## config.mk

```make
export PLATFORM = sky130hd
export DESIGN_NAME = ser_tx_framer
export DESIGN_NICKNAME = d
export VERILOG_FILES = /design/src/rtl/ser_tx_framer.sv
export SDC_FILE = /design/constraint.sdc
export NUM_CORES = 1
export LEC_CHECK = 0
export BUFFER_PORTS_ARGS = -buffer_cell sky130_fd_sc_hd__buf_2
export CORE_ASPECT_RATIO = 1.4
export CORE_MARGIN = 5
export CORE_UTILIZATION = 35
export DETAILED_ROUTE_END_ITERATION = 7
export GPL_ROUTABILITY_DRIVEN = 0
export HOLD_SLACK_MARGIN = 0.02
export PLACE_DENSITY_LB_ADDON = 0.15
export SLEW_MARGIN = 20
export SYNTH_ARGS = -nofsm -noshare
export SYNTH_HDL_FRONTEND = slang
export SYNTH_SLANG_ARGS = --single-unit
```

## constraint.sdc

```tcl
create_clock -name ser_tx_clk_i -period 2.9 [get_ports ser_tx_clk_i]
set_clock_uncertainty 0.2 [all_clocks]
set_input_delay 0 -clock ser_tx_clk_i [delete_from_list [all_inputs] [get_ports ser_tx_clk_i]]
set_output_delay 0 -clock ser_tx_clk_i [all_outputs]
set_load 0.01 [all_outputs]
```

## src/rtl/ser_tx_framer.sv

```systemverilog
// ser_tx_framer
// ---------------------------------------------------------------------------
// Transmit-side framer for the 16-bit SERDES link. Packets arriving on a
// valid/ready stream are wrapped as:
//     SOP marker (FBFB/K11), payload words (K00), checksum (K00), EOP (FDFD/K11)
// Idle time is filled with 3C3C/K11 commas. Inside a packet a comma is forced
// whenever COMMA_PERIOD-1 non-comma words have been sent in a row, so the
// receiver keeps clock correction.
//
// Handshake: a word on tx_data_i/tx_sop_i/tx_eop_i is transferred on every
// rising edge where tx_valid_i & tx_ready_o. The source holds the word stable
// until that edge. tx_ready_o is combinational from registered state and from
// tx_valid_i/tx_sop_i only; it never depends on tx_data_i or tx_eop_i.
//
// Ports
//   ser_tx_clk_i   link transmit clock, rising edge
//   ser_tx_rst_n   asynchronous active-low reset
//   tx_data_i      payload word
//   tx_sop_i       first word of a packet
//   tx_eop_i       last word of a packet (may coincide with tx_sop_i)
//   tx_valid_i     input word valid
//   tx_ready_o     input word accepted this edge when valid is also high
//   ser_t_o        registered word to the transceiver
//   ser_tklsb_o    ser_t_o[7:0] is a K-character
//   ser_tkmsb_o    ser_t_o[15:8] is a K-character
//   tx_busy_o      framer is inside a packet (state is not IDLE)
//   tx_err_o       one-cycle pulse, one cycle after a protocol-error accept
//   dbg_state_o    current FSM state (0 IDLE, 1 DATA, 2 CSUM, 3 EOP)
// ---------------------------------------------------------------------------
module ser_tx_framer #(
    parameter int unsigned COMMA_PERIOD = 256,  // 4..65535
    parameter int unsigned MIN_IDLE     = 2     // 1..255
) (
    input  logic        ser_tx_clk_i,
    input  logic        ser_tx_rst_n,
    input  logic [15:0] tx_data_i,
    input  logic        tx_sop_i,
    input  logic        tx_eop_i,
    input  logic        tx_valid_i,
    output logic        tx_ready_o,
    output logic [15:0] ser_t_o,
    output logic        ser_tklsb_o,
    output logic        ser_tkmsb_o,
    output logic        tx_busy_o,
    output logic        tx_err_o,
    output logic [1:0]  dbg_state_o
);

    localparam logic [15:0] K_COMMA     = 16'h3C3C;
    localparam logic [15:0] K_SOP       = 16'hFBFB;
    localparam logic [15:0] K_EOP       = 16'hFDFD;
    localparam logic [15:0] COMMA_LIMIT = 16'(COMMA_PERIOD - 1);
    localparam logic [7:0]  IDLE_MIN    = 8'(MIN_IDLE);

    typedef enum logic [1:0] {
        ST_IDLE = 2'd0,
        ST_DATA = 2'd1,
        ST_CSUM = 2'd2,
        ST_EOP  = 2'd3
    } state_e;

    state_e      state_q;
    logic [15:0] comma_cnt_q;   // non-comma words sent since the last comma
    logic [7:0]  idle_cnt_q;    // commas sent since EOP, saturating at MIN_IDLE
    logic [15:0] csum_q;
    logic        first_q;       // next accept in DATA is the packet's SOP word

    logic        comma_due;
    logic        accept;
    logic        start_pkt;
    logic [15:0] comma_cnt_inc;

    // A comma is only forced while payload is flowing; in CSUM/EOP the
    // counter keeps saturating and the comma lands in IDLE instead.
    assign comma_due = (state_q == ST_DATA) && (comma_cnt_q >= COMMA_LIMIT);

    always_comb begin
        tx_ready_o = 1'b0;
        unique case (state_q)
            // Only non-SOP words are taken in IDLE, and they are dropped.
            // The SOP word waits and is consumed as the first DATA word.
            ST_IDLE: tx_ready_o = tx_valid_i & ~tx_sop_i;
            ST_DATA: tx_ready_o = ~comma_due;
            ST_CSUM: tx_ready_o = 1'b0;
            ST_EOP:  tx_ready_o = 1'b0;
        endcase
    end

    assign accept    = tx_valid_i & tx_ready_o;
    assign start_pkt = (state_q == ST_IDLE) & tx_valid_i & tx_sop_i &
                       (idle_cnt_q >= IDLE_MIN);
    assign comma_cnt_inc = (comma_cnt_q == 16'hFFFF) ? comma_cnt_q
                                                      : comma_cnt_q + 16'd1;

    assign tx_busy_o   = (state_q != ST_IDLE);
    assign dbg_state_o = state_q;

    always_ff @(posedge ser_tx_clk_i or negedge ser_tx_rst_n) begin
        if (!ser_tx_rst_n) begin
            state_q     <= ST_IDLE;
            ser_t_o     <= K_COMMA;
            ser_tklsb_o <= 1'b1;
            ser_tkmsb_o <= 1'b1;
            tx_err_o    <= 1'b0;
            comma_cnt_q <= 16'd0;
            idle_cnt_q  <= 8'd0;
            csum_q      <= 16'd0;
            first_q     <= 1'b0;
        end else begin
            tx_err_o <= 1'b0;
            unique case (state_q)
                ST_IDLE: begin
                    if (start_pkt) begin
                        ser_t_o     <= K_SOP;
                        ser_tklsb_o <= 1'b1;
                        ser_tkmsb_o <= 1'b1;
                        comma_cnt_q <= comma_cnt_inc;
                        csum_q      <= 16'd0;
                        first_q     <= 1'b1;
                        state_q     <= ST_DATA;
                    end else begin
                        ser_t_o     <= K_COMMA;
                        ser_tklsb_o <= 1'b1;
                        ser_tkmsb_o <= 1'b1;
                        comma_cnt_q <= 16'd0;
                        if (idle_cnt_q < IDLE_MIN) begin
                            idle_cnt_q <= idle_cnt_q + 8'd1;
                        end
                    end
                    // Any accept in IDLE is a stray non-SOP word.
                    if (accept) begin
                        tx_err_o <= 1'b1;
                    end
                end

                ST_DATA: begin
                    if (accept) begin
                        ser_t_o     <= tx_data_i;
                        ser_tklsb_o <= 1'b0;
                        ser_tkmsb_o <= 1'b0;
                        comma_cnt_q <= comma_cnt_inc;
                        csum_q      <= csum_q + tx_data_i;
                        first_q     <= 1'b0;
                        // SOP is expected only on the opening word.
                        if (tx_sop_i && !first_q) begin
                            tx_err_o <= 1'b1;
                        end
                        if (tx_eop_i) begin
                            state_q <= ST_CSUM;
                        end
                    end else begin
                        // Underrun or forced clock-correction slot.
                        ser_t_o     <= K_COMMA;
                        ser_tklsb_o <= 1'b1;
                        ser_tkmsb_o <= 1'b1;
                        comma_cnt_q <= 16'd0;
                    end
                end

                ST_CSUM: begin
                    ser_t_o     <= csum_q;
                    ser_tklsb_o <= 1'b0;
                    ser_tkmsb_o <= 1'b0;
                    comma_cnt_q <= comma_cnt_inc;
                    state_q     <= ST_EOP;
                end

                ST_EOP: begin
                    ser_t_o     <= K_EOP;
                    ser_tklsb_o <= 1'b1;
                    ser_tkmsb_o <= 1'b1;
                    comma_cnt_q <= comma_cnt_inc;
                    idle_cnt_q  <= 8'd0;
                    state_q     <= ST_IDLE;
                end
            endcase
        end
    end

endmodule

```

== Word-level counts from Yosys, hierarchy flattened ==
Index checks and enable logic that the tools add are counted.
Word-level totals
  bits in registers: 61
  bits of input ports: 21
Cells by class
  magnitude comparators: 3
  $add $sub $neg: 3
  equality and inequality tests: 9
  reductions and logical operators: 12
  bitwise gates (word level): 7
  multiplexer cells: 27
Operator list (count)
  2-to-1 mux 16 bit: 7
  case mux 16 bit (4 select lines): 1
  case mux 16 bit (3 select lines): 1
  case mux 16 bit (2 select lines): 1
  adder 16 x 1 -> 16 bit, second input constant: 1
  adder 16 bit: 1
  == test 16 bit, second input constant: 1
  >= comparator 16 x 8 -> 1 bit, second input constant: 1
  2-to-1 mux 8 bit: 2
  case mux 8 bit (2 select lines): 1
  AND reduction 3 bit: 3
  adder 8 x 1 -> 8 bit, second input constant: 1
  >= comparator 8 x 2 -> 1 bit, second input constant: 1
  less-than comparator 8 x 2 -> 1 bit, second input constant: 1
  != test 2 bit, second input constant: 4
  case mux 2 bit (4 select lines): 1
  2-to-1 mux 1 bit: 6
  2-to-1 mux 2 bit: 3
  case mux 1 bit (3 select lines): 2
  nonzero test 2 bit: 3
  bitwise AND 1 bit: 5
  == test 2 bit, second input constant: 2
  case mux 1 bit (2 select lines): 2
  OR reduction 2 bit: 2
  6 further kinds: 8

== Depth between registers and ports, before layout ==
  word-level depth: 7
  depth in mapped cells: 11
  gate-level depth less buffers: 8

== Worst setup path after synthesis ==
Ideal clock, no wire load.
  kind: flip-flop to flip-flop
  from: register state_q[0], in the netlist dbg_state_o[0]
  to: register ser_t_o[11]
  arrival: 2123 ps
  setup slack: 494 ps
  data required time: 2617 ps
  cell stages (with the launch flop): 11
  clock period less this slack: 2406 ps
  setup time: 83 ps
  path buffers: 2
  cell sequence: dfrtp_1 inv_1 ha_1 buf_6 nor2b_1 nand3_1 o21ai_2 a21oi_1 or3_1 clkbuf_1 a221o_1
On the way
  longest elaborated chain between the ends: 7
RTL lines
  start: declaration: line 62  | state_e state_q;
  start signal: assignment: line 100  | state_q <= ST_IDLE;
  start signal: assignment: line 120  | state_q <= ST_DATA;
  start signal: assignment: line 149  | state_q <= ST_CSUM;
  == test 2 x 1 -> 1 bit: line 75, 79
  logical AND 1 bit: line 75  | assign comma_due = (state_q == ST_DATA) && (comma_cnt_q >= COMMA_LIMIT);
  inverter 1 bit: line 83  | ST_DATA: tx_ready_o = ~comma_due;
  case mux 1 bit (3 select lines) *: line 79  | unique case (state_q)
  named net tx_ready_o: line 40  | output logic tx_ready_o,
  bitwise AND 1 bit *: line 89  | assign accept = tx_valid_i & tx_ready_o;
  2-to-1 mux 16 bit *: line 137  | if (accept) begin
  case mux 16 bit (4 select lines) *: line 111  | unique case (state_q)
  end signal: assignment: line 138  | ser_t_o <= tx_data_i;
  end signal: assignment: line 161  | ser_t_o <= csum_q;
  end: declaration: line 41  | output logic [15:0] ser_t_o,
The timed path passes the listed nets; every way through them passes the cells marked *.
A chain may end at the register's enable or synchronous reset.

== Final worst setup path ==
  from: register csum_q[3]
  to: register csum_q[13]
On the way
  longest elaborated chain between the ends: 3
RTL lines
  start: declaration: line 65  | logic [15:0] csum_q;
  start signal: assignment: line 142  | csum_q <= csum_q + tx_data_i;
  adder 16 bit: line 142
  2-to-1 mux 16 bit: line 137
  case mux 16 bit (2 select lines): line 111
Every way passes these cells. The select of a mux whose other input is x is not followed.

==> out/metrics.cfg <==
[outcome]
status=complete, no violations

[synth]
ys_seq_area_share_pct=42.1
ys_seq_elements=61
yosys.area.top_type=dfrtp_1
synthArstFlopShare_pct=100
synth_cells=359
synth_cell_types=59
yosysWarningCount=0
synth_flop_cell=dfrtp_1
synth_edf_count=0
synth_area_mm2=0.00365
synth_top_area_share_pct=35.7
avgSynthCellArea_um2=10.2
syn-num-nets=403
synth.area.top_cells=dfrtp_1 (36%), ha_1 (7.5%), dfstp_2 (6.5%)

[timing]
fmax_ghz=0.369
holdWs_ns=0.0861
hold_viol_final=0
tightest_slew_ns=0.879
rsz0062_at_grt=no
finalSetupViolCount=0
maxSlewViolCount=0
fin_crit_sh_pct=93.6
fin_crit_ns=2.71
fin_tns_setup_ns=0
slew_headroom_pct=40.9

[routing]
drc_errors=0
ant_nets=0
dr.pass1.iters=6
via_per_inst=5.21
vias=3001
first_iter_violations=96
avgRoutedWirePerCell_um=16.2
wl_um=9330

[cells_and_area]
layout-drive-gt1-share_pct=26.9
nets=477
utilization_pct=43.9
diodes=0
synthToLayoutAreaGrowth_pct=23.9
fillers=1042
fin_cells=576

[floorplanning]
die_area_mm2=0.0126
die_h_um=131
io_pins=44
die_w_um=96.3
initial_core_util_pct=35.5
core_mm2=0.0103
fp-row-count=44

[placed_design]
numPortBuffers=43
dp.cells=539
dp_hpwl_um=6790

[clock_network]
cts_tree=done
clk_latency_ns=0.33
cts.sinks=61
clk_pin_slew_worst_paths_ns=0.06
cts_root_buffer=clkbuf_16
htree_levels=3
cts_made_buffers=9
postCtsSetupRepairBufs=0
clockBufferDepth=2

[critical_path]
crit_path_max_fanout=6
slowest_delay_ns=0.77
cp.arrival_ns=2.73
cp-start-kind=flip-flop
worstPathRequired_ns=2.92
path_cells=ha_1, o211a_1, a211oi_1, o31ai_1, a31oi_1, xnor2_1, a22o_2
end_kind=flip-flop
cp_slowest_cell=o31ai_1
critical_path_class=reg -> reg
critPathBufInv=0
crit_family=compound AO/OA/AOI/OAI gates

[hold_path]
hold_path_class=in -> async

[grt]
grt_usage_pct=16.3
first_global_vias=3173
grt_overflow=0
grt_pass1_wl_um=15600
grt_max_degree=32
antenna_found_initial=0

[power]
power_density_mw_per_mm2=1030
leakage_nw=2.13
ir_drop_mv=0.460

[run]
maxCapViolations=0

==> cell type report <==
cell class              count  area [um^2]  area share [%]
clock buffers               9          225            4.98
multi-input cells         276         1980            43.8
repair buffers             77          523            11.6
inverters                   8         30.0           0.664
well taps                 138          173            3.82
flip-flops and latches     61         1540            34.0
clock inverters             7         51.3            1.13
==> kinds of logic after synthesis <==
logic type      after synthesis  synth area share [%]
xor+xnor                     24                  5.76
compound gates               97                  20.2
mux                           5                  1.41
simple gates                127                  18.9
flops                        61                  42.1
buf+inv                      22                  3.60
fa+ha+maj                    23                  8.09
==> stage by stage <==
| stage | cell area (um^2) | setup WS [ns] | total power [mW] |
|---|---|---|---|
| final | 4520 | 0.187 | 4.65 |
| after floorplan | 3650 | 0.494 | 3.07 |
| after CTS | 4520 | 0.190 | 4.71 |
| after detailed placement | 4030 | 0.198 | 3.67 |
| after global placement | 4030 | 0.243 | 3.66 |
| after global routing | 4520 | 0.0227 | 5.02 |
==> synthesized netlist by cell type (3+ instances only) <==
master,number
a211oi_1,7
a21o_1,9
a21oi_1,18
a221o_1,6
a221oi_1,6
a22o_2,5
a22oi_1,4
a31oi_1,6
and2_1,3
and3_1,5
buf_6,3
clkbuf_1,5
dfrtp_1,52
dfstp_2,9
ha_1,22
inv_1,8
mux2i_1,4
nand2_1,14
nand2_2,10
nand3_1,16
nand3b_1,5
nand4_1,6
nor2_1,34
nor2b_1,4
nor3_1,6
nor4_1,7
o211ai_1,3
o21ai_0,8
o21ai_2,11
or3_1,4
xnor2_1,8
xor2_1,16
==> what timing repair did <==
| item | 4_1_cts | 5_1_grt |
|---|---|---|
| gates resized for setup | 0 | 1 |
| setup endpoints to repair | 0 | 1 |
| hold endpoints to repair | 55 | 0 |
| hold buffers | 21 | 0 |
==> state kept, by name, summed over array words and instances (netlist names) <==
signal       cells
csum_q          16
comma_cnt_q     16
ser_tkmsb_o      1
dbg_state_o      2
ser_t_o         16
tx_err_o         1
first_q          1
idle_cnt_q       8
==> report_power, final <==
group / switching, mW / leakage (nW) / total (mW) / internal (mW)
Sequential: 0.207 / 0.799 / 1.38 / 1.18
Clock: 0.406 / 0.132 / 0.986 / 0.580
Combinational: 1.34 / 1.20 / 2.28 / 0.943
Total: 1.95 / 2.13 / 4.65 / 2.70
==> metal layers <==
metal / track usage, % / up-vias / part of all wire (%)
met4: 7.51 / 0 / 2.7
li1: - / 1476 / -
met3: 2.69 / 16 / 2.7
met5: 0 / - / 0
met2: 29.1 / 51 / 53
met1: 18.7 / 1458 / 41
==> cell usage in the layout, fill, tap and decap left out, types with 5 or more instances in the layout <==
| cell type | n |
|---|---|
| clkbuf_16 | 9 |
| a221o_1 | 6 |
| a31oi_1 | 6 |
| a22o_2 | 5 |
| nand3b_1 | 5 |
| a21oi_1 | 18 |
| and3_1 | 5 |
| nor2_1 | 34 |
| xnor2_1 | 8 |
| nand2_2 | 10 |
| ha_1 | 22 |
| a21o_1 | 9 |
| o21ai_2 | 11 |
| dfstp_2 | 9 |
| a211oi_1 | 7 |
| nand3_1 | 16 |
| xor2_1 | 16 |
| dfrtp_1 | 52 |
| dlygate4sd3_1 | 21 |
| nor3_1 | 6 |
| buf_2 | 43 |
| a221oi_1 | 6 |
| nand2_1 | 14 |
| buf_4 | 13 |
| o21ai_0 | 8 |
| nand4_1 | 6 |
| inv_1 | 8 |
| nor4_1 | 7 |
==> worst paths after layout <==
| path | from | to | slack (ns) | cells past startpoint |
|---|---|---|---|---|
| hold / removal | ser_tx_rst_n | comma_cnt_q[12]$_DFF_PN0_ | 0.09 | 2 |
| max in group asynchronous | ser_tx_rst_n | ser_tkmsb_o$_DFF_PN1_ | 1.62 | 3 |
| min in group ser_tx_clk_i | tx_data_i[13] | ser_t_o[13]$_DFF_PN1_ | 0.26 | 3 |
| setup / recovery | csum_q[3]$_DFFE_PN0P_ | csum_q[13]$_DFFE_PN0P_ | 0.19 | 7 |
| hold reg to reg | first_q$_DFFE_PN0P_ | first_q$_DFFE_PN0P_ | 0.29 | 2 |
| setup reg to reg | csum_q[3]$_DFFE_PN0P_ | csum_q[13]$_DFFE_PN0P_ | 0.19 | 7 |
(Power assumes the default switching activity.)
